<file path="src/rtl/div_unit_pkg.sv">
`default_nettype none
// ============================================================================
// Module : div_unit_pkg
// Brief  : ALU op codes and decode helpers shared by EX and the divider.
// Rev    : 1.0 - initial release
// ============================================================================
package div_unit_pkg;

    localparam int         c_ALU_OP_W = 5;
    localparam logic [4:0] c_ALU_DIV  = 5'b11010;
    localparam logic [4:0] c_ALU_DIVU = 5'b11011;

    function automatic logic isDivStart(input logic [c_ALU_OP_W-1:0] aluControl,
                                        input logic                  hiloEn);
        return ((aluControl == c_ALU_DIV) || (aluControl == c_ALU_DIVU)) && hiloEn;
    endfunction

    function automatic logic isDivSigned(input logic [c_ALU_OP_W-1:0] aluControl);
        return aluControl == c_ALU_DIV;
    endfunction

endpackage
`default_nettype wire

</file>
<file path="src/rtl/div_unit_if.sv">
`default_nettype none
// ============================================================================
// Module : div_unit_if
// Brief  : EX-stage divide request / HI-LO result bundle.
// Rev    : 1.0 - initial release
// ============================================================================
interface div_unit_if #(
    parameter int WIDTH = 32
);
    logic             start_i;
    logic             signed_i;
    logic [WIDTH-1:0] a_i;
    logic [WIDTH-1:0] b_i;
    logic             cancel_i;
    logic             stall_o;
    logic             ready_o;
    logic [WIDTH-1:0] hi_o;
    logic [WIDTH-1:0] lo_o;

    modport master (
        output start_i, signed_i, a_i, b_i, cancel_i,
        input  stall_o, ready_o, hi_o, lo_o
    );

    modport slave (
        input  start_i, signed_i, a_i, b_i, cancel_i,
        output stall_o, ready_o, hi_o, lo_o
    );
endinterface
`default_nettype wire

</file>
<file path="src/rtl/div_unit.sv">
`default_nettype none
// ============================================================================
// Module : div_unit
// Brief  : Iterative radix-2 restoring divider for MIPS DIV/DIVU (LO=quo, HI=rem).
// Rev    : 1.0 - initial release
// ============================================================================
module div_unit
    import div_unit_pkg::*;
#(
    parameter int WIDTH = 32
) (
    input  wire logic   clk,
    input  wire logic   rst_n,
    div_unit_if.slave   bus
);

    localparam int c_CNT_W = $clog2(WIDTH);

    typedef enum logic [1:0] {
        IDLE  = 2'd0,
        BUSY  = 2'd1,
        DZERO = 2'd2,
        DONE  = 2'd3
    } state_t;

    state_t             r_state;
    state_t             w_stateNext;
    logic [c_CNT_W-1:0] r_count;
    logic [WIDTH:0]     r_rem;
    logic [WIDTH-1:0]   r_quo;
    logic [WIDTH-1:0]   r_absB;
    logic               r_negQ;
    logic               r_negR;
    logic [WIDTH-1:0]   r_hi;
    logic [WIDTH-1:0]   r_lo;

    logic               w_accept;
    logic               w_divZero;
    logic               w_lastBit;
    logic [WIDTH-1:0]   w_absA;
    logic [WIDTH-1:0]   w_absB;
    logic [WIDTH:0]     w_shRem;
    logic [WIDTH-1:0]   w_shQuo;
    logic [WIDTH+1:0]   w_diff;
    logic [WIDTH:0]     w_remNext;
    logic [WIDTH-1:0]   w_quoNext;

    assign w_accept  = bus.start_i & ~bus.cancel_i;
    assign w_divZero = (bus.b_i == '0);
    assign w_lastBit = (r_count == c_CNT_W'(WIDTH - 1));
    assign w_absA    = (bus.signed_i & bus.a_i[WIDTH-1]) ? -bus.a_i : bus.a_i;
    assign w_absB    = (bus.signed_i & bus.b_i[WIDTH-1]) ? -bus.b_i : bus.b_i;

    // Shift {rem,quo} left one place, then try to subtract the divisor; a
    // clear borrow bit means the trial remainder is non-negative.
    assign w_shRem   = {r_rem[WIDTH-1:0], r_quo[WIDTH-1]};
    assign w_shQuo   = {r_quo[WIDTH-2:0], 1'b0};
    assign w_diff    = {1'b0, w_shRem} - {2'b00, r_absB};
    assign w_remNext = w_diff[WIDTH+1] ? w_shRem : w_diff[WIDTH:0];
    assign w_quoNext = {w_shQuo[WIDTH-1:1], ~w_diff[WIDTH+1]};

    always_ff @(posedge clk or negedge rst_n) begin
        if (!rst_n) r_state <= IDLE;
        else        r_state <= w_stateNext;
    end

    always_comb begin
        w_stateNext = r_state;
        bus.stall_o = bus.start_i & (r_state != DONE) & ~bus.cancel_i;
        bus.ready_o = (r_state == DONE);
        case (r_state)
            IDLE:    if (w_accept) w_stateNext = w_divZero ? DZERO : BUSY;
            BUSY:    if (bus.cancel_i) w_stateNext = IDLE;
                     else if (w_lastBit) w_stateNext = DONE;
            DZERO:   w_stateNext = bus.cancel_i ? IDLE : DONE;
            DONE:    w_stateNext = IDLE;
            default: w_stateNext = IDLE;
        endcase
    end

    always_ff @(posedge clk or negedge rst_n) begin
        if (!rst_n) begin
            r_count <= '0;
            r_rem   <= '0;
            r_quo   <= '0;
            r_absB  <= '0;
            r_negQ  <= 1'b0;
            r_negR  <= 1'b0;
            r_hi    <= '0;
            r_lo    <= '0;
        end else begin
            case (r_state)
                IDLE: begin
                    if (w_accept) begin
                        r_count <= '0;
                        r_rem   <= '0;
                        // Divide-by-zero returns the raw dividend in HI, so keep it unsigned-as-is.
                        r_quo   <= w_divZero ? bus.a_i : w_absA;
                        r_absB  <= w_absB;
                        r_negQ  <= bus.signed_i & (bus.a_i[WIDTH-1] ^ bus.b_i[WIDTH-1]);
                        r_negR  <= bus.signed_i & bus.a_i[WIDTH-1];
                    end
                end
                BUSY: begin
                    r_count <= r_count + 1'b1;
                    r_rem   <= w_remNext;
                    r_quo   <= w_quoNext;
                    if (w_lastBit && !bus.cancel_i) begin
                        r_lo <= r_negQ ? -w_quoNext : w_quoNext;
                        r_hi <= r_negR ? -w_remNext[WIDTH-1:0] : w_remNext[WIDTH-1:0];
                    end
                end
                DZERO: begin
                    if (!bus.cancel_i) begin
                        r_lo <= '1;
                        r_hi <= r_quo;
                    end
                end
                default: ;
            endcase
        end
    end

    assign bus.hi_o = r_hi;
    assign bus.lo_o = r_lo;

endmodule
`default_nettype wire
</file>
<file path="src/flat_wrapper.sv">
// flat-port wrapper written by rule: the top's interface ports become plain ports
module div_unit_flat import div_unit_pkg::*;
#(
    parameter int WIDTH = 32
)
  (clk, rst_n, bus_start_i, bus_signed_i, bus_a_i, bus_b_i, bus_cancel_i, bus_stall_o, bus_ready_o, bus_hi_o, bus_lo_o);
  div_unit_if #(.WIDTH(WIDTH)) bus_i ();
  input  wire logic clk;
  input  wire logic rst_n;
  input wire logic [$bits(bus_i.start_i)-1:0] bus_start_i;
  input wire logic [$bits(bus_i.signed_i)-1:0] bus_signed_i;
  input wire logic [$bits(bus_i.a_i)-1:0] bus_a_i;
  input wire logic [$bits(bus_i.b_i)-1:0] bus_b_i;
  input wire logic [$bits(bus_i.cancel_i)-1:0] bus_cancel_i;
  output wire logic [$bits(bus_i.stall_o)-1:0] bus_stall_o;
  output wire logic [$bits(bus_i.ready_o)-1:0] bus_ready_o;
  output wire logic [$bits(bus_i.hi_o)-1:0] bus_hi_o;
  output wire logic [$bits(bus_i.lo_o)-1:0] bus_lo_o;
  assign bus_i.start_i = bus_start_i;
  assign bus_i.signed_i = bus_signed_i;
  assign bus_i.a_i = bus_a_i;
  assign bus_i.b_i = bus_b_i;
  assign bus_i.cancel_i = bus_cancel_i;
  assign bus_stall_o = bus_i.stall_o;
  assign bus_ready_o = bus_i.ready_o;
  assign bus_hi_o = bus_i.hi_o;
  assign bus_lo_o = bus_i.lo_o;
  div_unit #(.WIDTH(WIDTH)) u_core (.clk(clk), .rst_n(rst_n), .bus(bus_i));
endmodule
</file>
<file path="config.mk">
export PLATFORM = sky130hd
export DESIGN_NAME = div_unit_flat
export DESIGN_NICKNAME = d
export VERILOG_FILES = /design/src/rtl/div_unit_pkg.sv /design/src/rtl/div_unit_if.sv /design/src/rtl/div_unit.sv /design/src/flat_wrapper.sv
export SDC_FILE = /design/constraint.sdc
export NUM_CORES = 1
export LEC_CHECK = 0
export ABC_AREA = 1
export BUFFER_PORTS_ARGS = -buffer_cell sky130_fd_sc_hd__buf_2
export CORE_UTILIZATION = 50
export CTS_CLUSTER_DIAMETER = 120
export DETAILED_ROUTE_END_ITERATION = 8
export PLACE_DENSITY = 0.75
export SETUP_SLACK_MARGIN = 0.5
export SKIP_CTS_REPAIR_TIMING = 1
export SYNTH_ARGS = -nofsm -noshare
export SYNTH_HDL_FRONTEND = slang
export SYNTH_SLANG_ARGS = --single-unit
</file>
<file path="constraint.sdc">
create_clock -name clk -period 4.56 [get_ports clk]
set_input_delay 0.912 -clock clk [delete_from_list [all_inputs] [get_ports clk]]
set_output_delay 0.912 -clock clk [all_outputs]
set_load 0.005 [all_outputs]
</file>
Yosys cells after proc, flatten, opt, wreduce, memory -nomap -nowiden

Index checks and enable logic that the tools add are counted.

Add/sub/neg operators: 6
Equal/unequal tests: 9
Mux-type cells: 24
Bitwise gates (word level): 9
Reductions and logical operators: 10

Operators by type and width:

| kind                  | count |
|---|---|
| $mux W32              | 12 |
| $pmux W32 S2          | 4 |
| $neg A32 Y32          | 4 |
| $sub A33 B32 Y34      | 1 |
| $logic_not A32 Y1     | 1 |
| $mux W2               | 5 |
| $pmux W5 S2           | 1 |
| $pmux W2 S4           | 1 |
| $and A1 B1 Y1         | 6 |
| $reduce_and A2 Y1     | 3 |
| $add A5 B1 Y5 const B | 1 |
| $eq A5 B5 Y1 const B  | 1 |
| $mux W5               | 1 |
| $eq A2 B2 Y1 const B  | 2 |
| $ne A2 B1 Y1 const B  | 2 |
| $ne A2 B2 Y1 const B  | 2 |
| $reduce_bool A2 Y1    | 2 |
| $ne A3 B2 Y1 const B  | 1 |
| $reduce_and A3 Y1     | 1 |
| $eq A2 B1 Y1 const B  | 1 |
| $logic_not A2 Y1      | 1 |
| $not A1 Y1            | 2 |
| $logic_and A1 B1 Y1   | 1 |
| $logic_not A1 Y1      | 1 |
| $xor A1 B1 Y1         | 1 |

Register bits: 169
Input bits: 69
Output and inout bits: 66
Word-level logic and storage cells: 67

Depth between registers and ports, before layout

Gate-level depths: netlist of the first run.

Word-level depth: 6
Gate-level depth with buffers: 27
Gate-level depth less buffers: 26

Worst setup path before layout of the first run

OpenSTA, ideal clock, no wires.

Path kind: reg2reg
Start point: register u_core.r_rem[2]
End point: register u_core.r_lo[26] (netlist: u_core.bus.lo_o[26])
Library setup time: 0.119 ns
Arrival time: 3.428 ns
Required time: 4.441 ns
Path slack: 1.012 ns
Stages on the path, launching flop included: 27
Cell sequence: dfrtp_1 > ha_1 > nand2_1 > inv_1 > nand2_1 > nand2_1 > nand2_1 > nand3_2 > nand2_2 > nand2_4 > a21oi_4 > buf_2 > ha_1 > nand3_1 > nor2_1 > nand3_1 > nor3_2 > nand2_1 > nor3_2 > nand3_1 > nor3_2 > nand2_1 > nand2_1 > o21ai_1 > xor2_1 > o22ai_1 > inv_1

Word-level cells in the longest chain between the ends: 6

Ends and longest elaborated chain:

| item                     | RTL line        | text |
|---|---|---|
| start: declaration       | div_unit.sv:29  | `logic [WIDTH:0] r_rem;` |
| start signal: assignment | div_unit.sv:106 | `r_rem <= w_remNext;` |
| $sub A33 B32 Y34         | div_unit.sv:58  | `assign w_diff = {1'b0, w_shRem} - {2'b00, r_absB};` |
| $not A1 Y1               | div_unit.sv:60  | `assign w_quoNext = {w_shQuo[WIDTH-1:1], ~w_diff[WIDTH+1]};` |
| $neg A32 Y32             | div_unit.sv:109 | `r_lo <= r_negQ ? -w_quoNext : w_quoNext;` |
| $mux W32                 | div_unit.sv:109 |  |
| $mux W32                 | div_unit.sv:108 | `if (w_lastBit && !bus.cancel_i) begin` |
| $pmux W32 S2             | div_unit.sv:92  | `case (r_state)` |
| end signal: assignment   | div_unit.sv:109 |  |
| end: declaration         | div_unit.sv:35  | `logic [WIDTH-1:0] r_lo;` |

No other way between the ends. The select of a mux whose other input is x is not followed.
A chain may end at the register's enable or synchronous reset.

Worst setup path after layout of the first run

Start point: register u_core.r_rem[12]
End point: register u_core.r_lo[26] (netlist: u_core.bus.lo_o[26])

The elaborated chain is that of the path after synthesis.

==> out/qor.csv, run 1 <==
metric,value,unit
routability cong.,0.9837,
Critical Path Start Type,flop,
Hold Crit Class,reg2reg,
biggest area consumer among synthesized cells,dfrtp_1,
clock root buffer,clkbuf_16,
largest net degree at the start of global routing,95,
Layout area overhead,14.35,%
Synth Area per Inst,6.636,um^2
clock insertion delay at the later pin of the skew report,0.45,ns
synthesized area,13120,um^2
Top Ports,135,
GRT overflow,0,
fin util,0.5890,
clock-pin slew on the worst setup and hold paths,0.08,ns
crit path DAT,4.26,ns
"Net count, final",2202,
placed cell count,2392,
Worst Max-Slew Pin Slew,0.9269,ns
fraction of layout instances using a drive strength above 1,0.1545,
slew margin rel.,0.3821,
via count,13680,
total CTS buffers,17,
footprint of the multi-input gates,7844,um^2
vias in the first global route,12800,
Die W,164.0,um
H-tree Lvls,4,
Num Clock Sinks,169,
cell family with most CP delay,simple AND/OR/NAND/NOR gates,
"Cell Count, Final, Fillers Out",2433,
clock buffer depth,2,
CP Buf/Inv Count,3,
Worst Path Max Fanout,4,
drt total wl,42.03,mm
sequential fraction of the synthesis area,0.3223,
Yosys reg bits,169,
Syn Inst Count,1977,
syn nets,2089,
n_diodes,0,
Final TNS setup,0,ns
number of buffers added on ports,134,
DR iter-0 viols,1420,
Final min period,3.920,ns
final setup fails,0,
fin crit share,0.8597,
Die Ht,164.0,um
cells taking the most area after synthesis,"dfrtp_1 32%, nand2_1 16%, inv_1 7.7%",
FF/Latch Area,4230,um^2
share of the synthesized area in the top cell type,0.3223,
clk_skew,0.01882,ns
max-cap viol count,0,
antenna violations before repair,0,
global-route wire length before repair,66.29,mm
Routed WL per cell,17.28,um
CP Cell Sequence,ha_1 -> nand2_1 -> nor2_2 -> inv_2 -> o21ai_2 -> inv_1 -> nand2_4 -> a21oi_4 -> ha_2 -> nand3_2 -> nor2_4 -> nand3_2 -> nor3_2 -> nand2_1 -> nor3_4 -> nand3_2 -> nor3_4 -> nand2_1 -> nand2_1 -> o21ai_1 -> xor2_1 -> o22ai_1 -> inv_1,
Highest Clock Rate,255.1,MHz
core area,25470,um^2
fin area,15000,um^2
CP most frequent cell,nand2_1,
1st-pass router iterations,6,
Ys Warns,0,
count of cell types in the netlist,56,
RSZ-0062 raised after global routing,false,
DRC viols,0,
fin. max-slew vios,0,
Die ar.,26890,um^2
Final HPWL DP,32.03,mm
row count,58,
# fillers,2379,
GRT Resource Usage Total,0.3195,
final hold viol count,0,
Critical Path Sink Type,flop,
Post-synth ARST share,1.000,
CP max stage delay,0.43,ns
outcome,"complete, no violations",
"Top FF cell, synth",dfrtp_1,
Worst Path Required,4.90,ns
TritonCTS clock tree,built,
Initial Util,0.5151,
CP max-delay cell,dfrtp_1,
post-route ant nets,0,
placed cell area,14040,um^2
"EDFF count, synth",0,
Vias/cell,5.622,
WS Path Type,reg2reg,
-- worst min-delay path, stage by stage (launching register included) --
cell and delay, ns:
dfrtp_1 0.35, nand2_1 0.05, nand2_1 0.05
-- per-layer routing --
metal	vias to the layer above	track usage	share of wire
met5	-	0	0
met4	0	0.1322	0.035
li1	6576	-	-
met1	6421	0.4480	0.44
met3	98	0.04394	0.074
met2	584	0.4938	0.45
-- through the flow --
stage | hold WS (ns) | worst slack, ns
final | 0.4764 | 0.6395
after global routing | 0.4952 | 0.4276
after CTS | 0.4807 | 0.7123
after detailed placement | 0.4607 | 0.6754
after global placement | 0.4609 | 0.7666
after floorplan | 0.4483 | 1.012
-- final cells by class --
class                   instances  share of cell area
clock inverters                15            0.009841
well taps                     330             0.02752
clock buffers                  17             0.02835
flip-flops and latches        169              0.2820
repair buffers                156             0.05696
multi-input cells            1456              0.5228
inverters                     290             0.07255
-- synthesized netlist by cell type (4+ instances only) --
library cell and n:
a21oi_1 105, a31oi_1 5, buf_2 5, clkbuf_1 47, dfrtp_1 169, ha_1 42
inv_1 270, inv_2 17, nand2_1 558, nand2_2 26, nand3_1 107, nand3_2 4
nand4_1 25, nor2_1 183, nor2_2 9, nor2_4 4, nor3_1 21, nor3_2 5
nor4_1 5, o211ai_1 11, o21a_1 5, o21ai_0 145, o21ai_1 14, o21ai_2 9
o21bai_1 4, o221ai_1 9, o22a_1 9, o22ai_1 29, or2_2 4, xnor2_1 16
xor2_1 72
-- sequential cells by signal, indices dropped and copies added, names as in the netlist --
signal and flops:
u_core.bus.hi_o 32, u_core.r_absB 32, u_core.r_rem 32, u_core.bus.lo_o 32
u_core.r_negQ 1, u_core.r_negR 1, u_core.r_quo 32, u_core.r_state 2
u_core.r_count 5
-- final timing paths --
check / start / to / slack, ns / cells after the start
max in group asynchronous: rst_n / u_core.r_rem[2]$_DFFE_PN0P_ / 3.01 / 2
hold reg to reg: u_core.bus.hi_o[29]$_DFFE_PN0P_ / u_core.bus.hi_o[29]$_DFFE_PN0P_ / 0.48 / 2
hold / removal: u_core.bus.hi_o[29]$_DFFE_PN0P_ / u_core.bus.hi_o[29]$_DFFE_PN0P_ / 0.48 / 2
setup reg to reg: u_core.r_rem[12]$_DFFE_PN0P_ / u_core.bus.lo_o[26]$_DFFE_PN0P_ / 0.64 / 23
setup / recovery: u_core.r_rem[12]$_DFFE_PN0P_ / u_core.bus.lo_o[26]$_DFFE_PN0P_ / 0.64 / 23
min in group asynchronous: rst_n / u_core.r_absB[22]$_DFFE_PN0P_ / 0.58 / 1
-- cell families after synthesis --
group	count (synthesis)	share of synthesized area
AOI/OAI and AO/OA	362	0.1595
xor gates and xnor gates	88	0.05874
adders and majority gates	43	0.04158
buffers and inverters	352	0.1050
DFF	169	0.3223
and+or+nand+nor	963	0.3128
-- placed cells by master, fill, tap and decap left out, drive strengths merged, types with 4 or more instances in the layout --
master  count
a21oi     111
a31oi       5
and2        4
buf       156
clkbuf     17
clkinv      6
dfrtp     169
ha         42
inv       297
nand2     587
nand3     111
nand4      25
nor2      196
nor3       27
nor4        5
o211ai     11
o21a        5
o21ai     169
o21bai      4
o221ai      9
o22a        9
o22ai      29
or2         5
xnor2      16
xor2       72
Power of run 1 is not shown: default switching activity piles up to over one toggle a cycle in this logic, so the estimate is an artifact.
==> run 2, diff against run 1 <==
==> constraint.sdc (replaced) <==
create_clock -name clk -period 4.4 [get_ports clk]
set_input_delay 0.88 -clock clk [delete_from_list [all_inputs] [get_ports clk]]
set_output_delay 0.88 -clock clk [all_outputs]
set_load 0.005 [all_outputs]
==> run 2 against run 1 <==
  * Core utilization up 0.44 points
  * Wire length up 4.8%
  * Clock skew down 0.00063 ns
  * Flip-flop and latch count unchanged
  * Critical path depth up 1
  * Setup slack worse by 0.18 ns
  * Sequential share of layout area down 0.20 points
  * Hold slack worse by 0.12 ns
==> out/qor.csv, run 2 (synthesized netlist as in run 1, its figures left out) <==
metric,value,unit
pre-CTS setup slack,0.4432,ns
clk_skew,0.01819,ns
Die Ht,164.0,um
placed cell area,14050,um^2
Layout area overhead,15.20,%
Routed WL per cell,18.03,um
"Net count, final",2211,
Num Clock Sinks,169,
Critical Path Start Type,flop,
DRC viols,0,
footprint of the multi-input gates,7888,um^2
Setup WS post-layout,0.4586,ns
Final TNS setup,0,ns
Worst Path Max Fanout,4,
crit path DAT,4.27,ns
clock-pin slew on the worst setup and hold paths,0.09,ns
Die ar.,26890,um^2
cell family with most CP delay,simple AND/OR/NAND/NOR gates,
TritonCTS clock tree,built,
CP most frequent cell,nand2_2,
fraction of layout instances using a drive strength above 1,0.1605,
CP Cell Sequence,inv_1 -> ha_2 -> nand2_4 -> nor2_4 -> nand3_1 -> nand3_2 -> nand2_2 -> nand2_4 -> a21oi_4 -> ha_4 -> nand3_4 -> nor2_4 -> nand3_4 -> nor3_4 -> nand2_2 -> nor3_4 -> nand3_2 -> nor3_4 -> nand2_2 -> nand2_2 -> o21ai_2 -> xor2_1 -> o22ai_1 -> inv_1,
FF/Latch Area,4232,um^2
Crit Reg-Reg Startpoint,u_core.r_absB[5]$_DFFE_PN0P_,
final setup fails,0,
"commonest cells after routing, fill and taps aside","548 x nand2_1, 262 x inv_1, 182 x nor2_1",
GRT overflow,0,
"most common cell after layout, fill and taps aside",nand2_1,
CP max stage delay,0.38,ns
Hold Crit Class,in2async,
clock buffer depth,2,
# fillers,2439,
Critical Path Sink Type,flop,
Highest Clock Rate,253.7,MHz
total CTS buffers,17,
Worst Max-Slew Pin Slew,0.9902,ns
largest net degree at the start of global routing,128,
Vias/cell,5.618,
post-route ant nets,0,
H-tree Lvls,4,
via count,13720,
GRT Resource Usage Total,0.3291,
Final min period,3.941,ns
Worst Path Required,4.73,ns
Die W,164.0,um
core area,25470,um^2
row count,58,
CP max-delay cell,dfrtp_1,
global-route wire length before repair,68.08,mm
fin crit share,0.8958,
Final HPWL DP,33.10,mm
number of buffers added on ports,134,
DR iter-0 viols,1554,
1st-pass router iterations,7,
fin. max-slew vios,0,
clock insertion delay at the later pin of the skew report,0.45,ns
Critical path origin,u_core.r_absB[5]$_DFFE_PN0P_,
drt total wl,44.03,mm
Top Ports,135,
outcome,"complete, no violations",
clock root buffer,clkbuf_16,
CP Buf/Inv Count,2,
routability cong.,0.9816,
n_diodes,0,
final hold viol count,0,
Initial Util,0.5151,
slew margin rel.,0.3374,
fin area,15110,um^2
RSZ-0062 raised after global routing,true,
antenna violations before repair,5,
WS Path Type,reg2reg,
vias in the first global route,12750,
max-cap viol count,0,
run 2: final cells by class:
type | count | area share
Multi-Input combinational cell | 1457 | 0.5219
Sequential cell | 169 | 0.2800
Inverter | 290 | 0.07202
Timing Repair Buffer | 164 | 0.06051
Clock buffer | 17 | 0.02815
Tap cell | 330 | 0.02732
Clock inverter | 15 | 0.01018
run 2: worst paths after layout:
path / end / slack, ns / cells past startpoint
setup / recovery: u_core.bus.lo_o[26]$_DFFE_PN0P_ / 0.46 / 24
hold / removal: u_core.r_absB[23]$_DFFE_PN0P_ / 0.35 / 1
setup reg to reg: u_core.bus.lo_o[26]$_DFFE_PN0P_ / 0.46 / 24
hold reg to reg: u_core.bus.hi_o[21]$_DFFE_PN0P_ / 0.48 / 2
max in group asynchronous: u_core.r_rem[3]$_DFFE_PN0P_ / 2.96 / 2
min in group clk: u_core.bus.hi_o[21]$_DFFE_PN0P_ / 0.48 / 2
run 2: worst reg2reg max path, cell delays in order, from the launching register on:
cell and delay [ns]:
dfrtp_1 0.38, inv_1 0.07, ha_2 0.32, nand2_4 0.12
nor2_4 0.04, nand3_1 0.09, nand3_2 0.13, nand2_2 0.14
nand2_4 0.08, a21oi_4 0.26, ha_4 0.20, nand3_4 0.07
nor2_4 0.16, nand3_4 0.11, nor3_4 0.25, nand2_2 0.10
nor3_4 0.24, nand3_2 0.12, nor3_4 0.26, nand2_2 0.09
nand2_2 0.08, o21ai_2 0.08, xor2_1 0.18, o22ai_1 0.19
inv_1 0.06
run 2: metrics by stage:
| step | hold slack [ns] | util | cells |
|---|---|---|---|
| floorplan | 0.4483 | - | 1977 |
| global placement | 0.4619 | 0.5516 | 2393 |
| detailed placement | 0.4619 | 0.5516 | 2393 |
| CTS | 0.3677 | 0.5743 | 2425 |
| global route | 0.3939 | 0.5934 | 2442 |
| finish | 0.3518 | 0.5934 | 2442 |
run 2: routing by layer:
layer / vias up / routed length [um] / global-route usage
met5: - / 0 / 0
li1: 6600 / - / -
met2: 662 / 19750 / 0.5175
met4: 0 / 1139 / 0.1010
met1: 6366 / 19820 / 0.4716
met3: 90 / 3320 / 0.03763
Power of run 2 is left out for the same reason.
==> run 3, diff against run 2 <==
--- a/config.mk
+++ b/config.mk
@@ -7,10 +7,13 @@
 export LEC_CHECK = 0
 export ABC_AREA = 1
 export BUFFER_PORTS_ARGS = -buffer_cell sky130_fd_sc_hd__buf_2
-export CORE_UTILIZATION = 50
+export CELL_PAD_IN_SITES_DETAIL_PLACEMENT = 0
+export CELL_PAD_IN_SITES_GLOBAL_PLACEMENT = 1
+export CORE_UTILIZATION = 43
 export CTS_CLUSTER_DIAMETER = 120
 export DETAILED_ROUTE_END_ITERATION = 8
-export PLACE_DENSITY = 0.75
+export PLACE_DENSITY = 0.87
+export REMOVE_ABC_BUFFERS = 1
 export SETUP_SLACK_MARGIN = 0.5
 export SKIP_CTS_REPAIR_TIMING = 1
 export SYNTH_ARGS = -nofsm -noshare
==> run 3 against run 2 <==
  * Non-clock buffer count up 2
  * Register-to-register slack better by 0.14 ns
  * Via count down 2.8%
  * Core utilization fell by 7.7 points
  * Fmax up 3.7%
  * Setup slack better by 0.14 ns
  * Die area grew 16%
  * First-iteration DRC count fell by 29%
  * Sequential share of layout area fell by 0.49 points
  * Count of clock-buffer cells in the layout is the same
  * Critical path type unchanged
==> out/qor.csv, run 3 (synthesized netlist as in run 1, its figures left out) <==
metric,value,unit
largest net degree at the start of global routing,99,
Critical Path Sink Type,flop,
WS Path Type,reg2reg,
max-cap viol count,0,
Initial Util,0.4403,
post-route ant nets,0,
hold wc startpoint,u_core.bus.hi_o[22]$_DFFE_PN0P_,
vias in the first global route,12640,
core area,29800,um^2
fin. max-slew vios,0,
Final HPWL DP,31.53,mm
Die ar.,31210,um^2
"Net count, final",2213,
endpoint of the worst hold path,u_core.bus.hi_o[22]$_DFFE_PN0P_,
Die Ht,176.7,um
WHS Path Cells,2,
drt total wl,42.49,mm
antenna violations before repair,0,
Highest Clock Rate,263.1,MHz
clock-pin slew on the worst setup and hold paths,0.08,ns
clock insertion delay at the later pin of the skew report,0.45,ns
GRT Resource Usage Total,0.2735,
via count,13330,
Num Clock Sinks,169,
FF-to-FF path depth,24,
GRT overflow,0,
Vias/cell,5.325,
Worst Max-Slew Pin Slew,1.019,ns
Routed WL per cell,16.97,um
row count,63,
"commonest cells after routing, fill and taps aside","536 x nand2_1, 252 x inv_1, 181 x nor2_1",
slew margin rel.,0.3197,
Final min period,3.801,ns
fraction of layout instances using a drive strength above 1,0.1746,
DR iter-0 viols,1110,
n_diodes,0,
Worst Path Required,4.74,ns
Worst Path Max Fanout,4,
DRC viols,0,
Die W,176.7,um
Critical Path Start Type,flop,
RSZ-0062 raised after global routing,true,
Crit Reg-Reg Startpoint,u_core.r_rem[3]$_DFFE_PN0P_,
total CTS buffers,17,
clock buffer depth,2,
Hold Crit Class,reg2reg,
global-route wire length before repair,66.64,mm
routability cong.,0.9345,
crit path DAT,4.14,ns
fin crit share,0.8639,
Layout area overhead,17.23,%
Top Ports,135,
Worst R2R End,u_core.bus.lo_o[30]$_DFFE_PN0P_,
final hold viol count,0,
placed cell count,2456,
TritonCTS clock tree,built,
"most common cell after layout, fill and taps aside",nand2_1,
clock root buffer,clkbuf_16,
# fillers,3019,
outcome,"complete, no violations",
1st-pass router iterations,5,
clk_skew,0.02207,ns
"Cell Count, Final, Fillers Out",2504,
H-tree Lvls,4,
flop-to-flop setup slack,0.60,ns
final setup fails,0,
number of buffers added on ports,134,
-- run 3: cell count changes in the layout (fill, tap and decap cells not counted), sizes merged --
cell,previous run,this run
clkinv,9,14
inv,295,291
buf,164,166
clkinvlp,1,0
-- run 3: worst max-delay path by stage --
| stage | start | to | slack [ns] | depth (start not counted) |
|---|---|---|---|---|
| 4_1_cts | u_core.r_absB[11]$_DFFE_PN0P_ | u_core.bus.lo_o[26]$_DFFE_PN0P_ | 0.31 | 24 |
| 3_5_place_dp | bus_b_i[0] | u_core.r_quo[18]$_DFFE_PN0P_ | 0.26 | 17 |
| 5_1_grt | u_core.r_absB[3]$_DFFE_PN0P_ | u_core.bus.lo_o[26]$_DFFE_PN0P_ | 0.39 | 26 |
| 6_report | u_core.r_rem[3]$_DFFE_PN0P_ | u_core.bus.lo_o[30]$_DFFE_PN0P_ | 0.60 | 24 |
| 3_3_place_gp | bus_b_i[0] | u_core.r_quo[18]$_DFFE_PN0P_ | 0.26 | 17 |
| 2_1_floorplan | u_core.r_state[1]$_DFFE_PN0P_ | u_core.r_count[3]$_DFFE_PN0P_ | -1.16 | 9 |
-- run 3: final cells by class --
type | instances | area, um^2 | share of cell area
multi-input combinational | 1457 | 8035 | 0.5224
clock inverter | 15 | 182.7 | 0.01188
clock buffer | 17 | 425.4 | 0.02766
tap | 390 | 488.0 | 0.03173
inverter | 290 | 1089 | 0.07077
sequential | 169 | 4232 | 0.2751
timing repair buffer | 166 | 929.6 | 0.06044
-- run 3: critical path, stage by stage, from the launching register on --
cell,delay [ns]
dfrtp_2,0.44
ha_4,0.27
nand2_4,0.08
inv_1,0.05
nand2_1,0.06
nand2_1,0.06
nand2_2,0.07
nand3_4,0.11
nand2_4,0.10
nand2_4,0.07
a21oi_4,0.26
ha_4,0.19
nand3_4,0.07
nor2_4,0.16
nand3_4,0.10
nor3_4,0.24
nand2_2,0.10
nor3_4,0.25
nand3_2,0.15
nor3_4,0.25
buf_4,0.15
a21oi_1,0.06
xor2_1,0.20
o22ai_1,0.13
inv_1,0.05
-- run 3: layer usage --
layer	track usage	part of all wire
met5	0	0
met4	0.08333	0.024
met1	0.3836	0.47
met3	0.03050	0.050
met2	0.4404	0.46
-- run 3: stage by stage --
| stage | hold slack [ns] | utilization | setup WS, ns | setup TNS, ns | cell area, um^2 |
|---|---|---|---|---|---|
| after detailed placement | 0.4611 | 0.4748 | 0.2575 | 0 | 14150 |
| after floorplan | 0.4483 | - | -1.158 | -65.49 | 12830 |
| final | 0.4805 | 0.5162 | 0.5989 | 0 | 15380 |
| after global routing | 0.5056 | 0.5162 | 0.3868 | 0 | 15380 |
| after global placement | 0.4587 | 0.4748 | 0.2567 | 0 | 14150 |
| after CTS | 0.4840 | 0.4952 | 0.3067 | 0 | 14760 |
Power of run 3 is left out for the same reason.
